--- src/rtl/mem_port_arbiter.sv ---
// Arbiter sharing one single-ported memory between the fetch port and the load/store port.
// Optional build macro ARB_RR_EN: alternate grants on simultaneous requests instead of fixed data priority.
module mem_port_arbiter #(
    parameter int ADDR_W  = 32,
    parameter int DATA_W  = 32,
    parameter int MEM_LAT = 1
) (
    input  logic                clk,
    input  logic                rst,
    input  logic                if_req,
    input  logic [ADDR_W-1:0]   if_addr,
    output logic                if_done,
    output logic [DATA_W-1:0]   if_rdata,
    output logic                if_stall,
    input  logic                d_req,
    input  logic                d_we,
    input  logic [ADDR_W-1:0]   d_addr,
    input  logic [DATA_W-1:0]   d_wdata,
    input  logic [DATA_W/8-1:0] d_be,
    output logic                d_done,
    output logic [DATA_W-1:0]   d_rdata,
    output logic                d_stall,
    output logic                mem_en,
    output logic                mem_we,
    output logic [ADDR_W-1:0]   mem_addr,
    output logic [DATA_W-1:0]   mem_wdata,
    output logic [DATA_W/8-1:0] mem_be,
    input  logic [DATA_W-1:0]   mem_rdata
);

    typedef enum logic {IDLE, RD_WAIT} state_t;

    localparam logic [2:0] LAT = 3'(MEM_LAT);

    state_t     state, state_next;
    logic [2:0] cnt, cnt_next;
    logic       owner, owner_next;
    logic       grant_d, grant_if;
    logic       rd_done;

`ifdef ARB_RR_EN
    logic last_served;

    always_ff @(posedge clk) begin
        if (rst) begin
            last_served <= 1'b0;
        end else if (grant_d || grant_if) begin
            last_served <= grant_d;
        end
    end
`endif

    // Grant is combinational and only possible in IDLE outside reset.
    always_comb begin
        grant_d  = 1'b0;
        grant_if = 1'b0;
        if (!rst && state == IDLE) begin
`ifdef ARB_RR_EN
            if (d_req && if_req) begin
                grant_d  = ~last_served;
                grant_if = last_served;
            end else begin
                grant_d  = d_req;
                grant_if = if_req;
            end
`else
            grant_d  = d_req;
            grant_if = if_req & ~d_req;
`endif
        end
    end

    always_ff @(posedge clk) begin
        if (rst) begin
            state <= IDLE;
            cnt   <= '0;
            owner <= 1'b0;
        end else begin
            state <= state_next;
            cnt   <= cnt_next;
            owner <= owner_next;
        end
    end

    always_comb begin
        state_next = state;
        cnt_next   = cnt;
        owner_next = owner;
        case (state)
            IDLE: begin
                if (grant_d && !d_we) begin
                    state_next = RD_WAIT;
                    cnt_next   = 3'd1;
                    owner_next = 1'b1;
                end else if (grant_if) begin
                    state_next = RD_WAIT;
                    cnt_next   = 3'd1;
                    owner_next = 1'b0;
                end
            end
            RD_WAIT: begin
                if (cnt == LAT) begin
                    state_next = IDLE;
                    cnt_next   = '0;
                end else begin
                    cnt_next = cnt + 3'd1;
                end
            end
            default: state_next = IDLE;
        endcase
    end

    assign rd_done = !rst && (state == RD_WAIT) && (cnt == LAT);

    always_comb begin
        mem_en    = 1'b0;
        mem_we    = 1'b0;
        mem_addr  = '0;
        mem_wdata = '0;
        mem_be    = '0;
        if_done   = 1'b0;
        if_rdata  = '0;
        d_done    = 1'b0;
        d_rdata   = '0;
        if (grant_d) begin
            mem_en    = 1'b1;
            mem_we    = d_we;
            mem_addr  = d_addr;
            mem_wdata = d_wdata;
            mem_be    = d_be;
            d_done    = d_we;
        end else if (grant_if) begin
            mem_en   = 1'b1;
            mem_addr = if_addr;
            mem_be   = '1;
        end
        if (rd_done) begin
            if (owner) begin
                d_done  = 1'b1;
                d_rdata = mem_rdata;
            end else begin
                if_done  = 1'b1;
                if_rdata = mem_rdata;
            end
        end
        if_stall = if_req & ~if_done;
        d_stall  = d_req & ~d_done;
    end

endmodule
--- config.mk ---
export PLATFORM = sky130hd
export DESIGN_NAME = mem_port_arbiter
export DESIGN_NICKNAME = d
export VERILOG_FILES = /design/src/rtl/mem_port_arbiter.sv
export SDC_FILE = /design/constraint.sdc
export NUM_CORES = 1
export LEC_CHECK = 0
export ABC_CLOCK_PERIOD_IN_PS = 4100
export CORE_AREA = 10 10 97 99
export CTS_CLUSTER_SIZE = 25
export DETAILED_ROUTE_END_ITERATION = 10
export DIE_AREA = 0 0 107 109
export PLACE_DENSITY_LB_ADDON = 0.1
export SYNTH_ARGS = -nofsm -noshare
export SYNTH_HDL_FRONTEND = slang
export SYNTH_SLANG_ARGS = --single-unit
--- constraint.sdc ---
create_clock -name clk -period 4.1 [get_ports clk]
set_clock_uncertainty 0.15 [all_clocks]
set_input_delay 0.41 -clock clk [delete_from_list [all_inputs] [get_ports clk]]
set_output_delay 0.41 -clock clk [all_outputs]
set_load 0.1 [all_outputs]
==> impl_metrics.csv <==
group,metric,value,unit
die,die-area,0.0117,mm^2
critical_path,critPathMaxFanout,65,
placement,io_buffers,274,
cts,clockBufferDepth,2,
global_routing,grt_overflow,0,
synthesis,synth_top_area_share,0.441,
synthesis,synth_top_cell_by_area,"and2_1",
global_routing,grt_max_degree,66,
critical_path,crit_chain,"clkdlybuf4s50_1 -> nor3b_4 -> buf_4 -> nand2_1 -> and3b_1 -> buf_4",
cts,path_clk_slew,30,ps
synthesis,syn_avg_cell_area,7.14,um^2
power_and_ir_drop,p_switching,0.455,mW
critical_path,crit_slowest_cell,"clkdlybuf4s50_1",
detailed_routing,ant_nets,0,
cts,postCtsHoldBufs,0,
sta,timing.setup.tns,0,ps
sta,relSlewSlack,0.633,
global_routing,grt.total_usage,0.170,
critical_path,cp_top_family,"buffers and inverters",
die,core,0.00753,mm^2
layout,fin_area,0.00428,mm^2
synthesis,netlist_area,0.00138,mm^2
sta,fmax,0.321,GHz
die,die_h,109,um
cts,postCtsSetupBuffers,0,
placement,dpl.hpwl,10100,um
detailed_routing,vias_per_cell,4.23,
detailed_routing,first_pass_iters,4,
synthesis,synth_cell_types,26,
synthesis,synth_seq_area_share,0.0727,
cts,cts-root-buf,"clkbuf_8",
layout,final_common_cell,"clkdlybuf4s50_1",
cts,cts_resized,0,
sta,slew_viol_final,0,
sta,worst_pin_slew,550,ps
die,start_util,0.183,
sta,setup_viol,0,
cts,clock_latency,220,ps
layout,ff_latch_area,100,um^2
global_routing,grt_pass1_wl,15300,um
sta,worst_hold_slack,366,ps
detailed_routing,route.vias.total,2362,
power_and_ir_drop,leakagePower,1.98,nW
critical_path,slowest_delay,730,ps
die,fp-row-count,32,
cts,clock_sinks,5,
layout,fillers,690,
power_and_ir_drop,peakVddDrop,0.0854,mV
flow_run,maxCapViolations,0,
synthesis,postSynthCellCount,193,
critical_path,critPathLaunchType,"input pin",
detailed_routing,post_drt_wl_per_cell,19.8,um
worst_hold_path,hold_path.class,"reg -> reg",
detailed_routing,drc,0,
power_and_ir_drop,pwr-share-comb,0.822,
layout,final_cell_mix,"clkdlybuf4s50_1 (136), buf_4 (110), and2_1 (97)",
layout,nets,595,
global_routing,grt_pass1_vias,2464,
cts,tritoncts,"done",
detailed_routing,drt_wl_total,11100,um
critical_path,crit_buf_inv,3,
placement,dpl_cell_area,0.00424,mm^2
synthesis,synth_warnings,0,
layout,drive_gt1_frac,0.330,
sta,hold_viol_final,0,
critical_path,critPathKind,"in -> out",
die,die_w,107,um
die,ios,275,
critical_path,crit_path_frequent_cell,"buf_4",
synthesis,ys_ff_latch,5,
sta,rsz0062_at_grt,"false",
power_and_ir_drop,powerDensity,193,mW/mm^2
layout,diodes,0,
layout,multi_input_area,0.00112,mm^2
sta,fin_crit,3110,ps
synthesis,syn_nets,330,
placement,gp_congestion,0.785,
critical_path,crit_path_end_kind,"primary output",
run_status,status,"complete, no violations",
cts,htreeDepth,1,
synthesis,ys_top_cells_by_area,"and2_1 (44%), a22o_1 (20%), dfxtp_1 (7.3%), buf_2 (4.7%), buf_6 (3.3%)",
power_and_ir_drop,p_int,0.371,mW
layout,syn_to_final_growth,211,%
power_and_ir_drop,clkPwrFrac,0.109,
cts,cts_buffers,3,
power_and_ir_drop,sw_frac_of_total,0.551,
critical_path,cp_data_required_time,3540,ps
critical_path,arrival,2550,ps
global_routing,antenna_found_initial,0,
power_and_ir_drop,seqPwrFrac,0.069,
detailed_routing,drt_iter0_markers,79,
sta,post-route-period-util,0.759,
-- synthesized netlist by cell type --
master and n:
and2_1 97, buf_6 4, nand3_1 1, o21a_1 1
buf_4 1, a22o_1 32, buf_2 13, nand3b_2 1
a21oi_1 7, a31oi_1 2, inv_1 10, dfxtp_1 5
o32ai_1 1, a211oi_1 1, nor4b_4 1, nor3_1 1
nor3b_2 1, clkbuf_1 1, a311o_1 1, nor2_1 3
or2_1 1, and3b_1 1, nor2b_1 1, nand2_1 3
nand2b_1 1, nor4_4 2
-- worst paths after layout --
check,start,end,slack (ps),cells after the start
max reg2reg,state$_SDFF_PP0_,owner$_SDFFE_PP0P_,2650,3
max,d_req,d_stall,990,6
min reg2reg,cnt[0]$_SDFFE_PP0P_,cnt[0]$_SDFFE_PP0P_,370,2
min,cnt[0]$_SDFFE_PP0P_,cnt[0]$_SDFFE_PP0P_,370,2
-- power groups by stage --
stage | clock network, mW | registers, mW | logic, mW
floorplan | 0 | 0.0545 | 0.404
global placement | 0 | 0.0573 | 0.680
detailed placement | 0 | 0.0574 | 0.684
CTS | 0.0934 | 0.0567 | 0.685
global route | 0.0977 | 0.0572 | 0.701
finish | 0.0901 | 0.0568 | 0.679
-- logic make-up (layout without fill, tap and decap cells) --
logic type,after synthesis,count (layout),share of synthesized area
flip-flops,5,5,0.0727
AO/OA/AOI/OAI,45,45,0.262
buffers and inverters,29,293,0.115
AND/OR/NAND/NOR,114,114,0.549
-- tightest hold or removal path: stages, from the launching register on --
cell      delay [ps]
dfxtp_1          340
inv_1             60
a211oi_1          60
-- metal layers --
layer / share of wire / up-vias / wire length, um / global-route usage
li1: - / 1179 / - / -
met1: 0.35 / 1023 / 3840 / 0.165
met2: 0.54 / 156 / 5970 / 0.323
met3: 0.11 / 4 / 1210 / 0.0779
met4: 0.0067 / 0 / 74 / 0.0348
met5: 0 / - / 0 / 0
-- registers in the layout, summed over array words and instances, names as in the netlist --
| name | count |
|---|---|
| cnt | 3 |
| owner | 1 |
| state | 1 |
-- layout make-up --
class | count | area share
Multi-Input combinational cell | 159 | 0.263
Inverter | 10 | 0.00876
Clock buffer | 4 | 0.0105
Timing Repair Buffer | 279 | 0.665
Sequential cell | 5 | 0.0234
Tap cell | 102 | 0.0298
-- metrics by stage --
stage | power, mW | utilization | worst slack [ps] | instances
floorplan | 0.458 | - | 1220 | 193
global placement | 0.737 | 0.563 | 1040 | 555
detailed placement | 0.741 | 0.563 | 985 | 555
CTS | 0.835 | 0.569 | 984 | 559
global route | 0.856 | 0.569 | 858 | 559
finish | 0.826 | 0.569 | 989 | 559
Note: power is estimated with default switching activity, not from simulation.
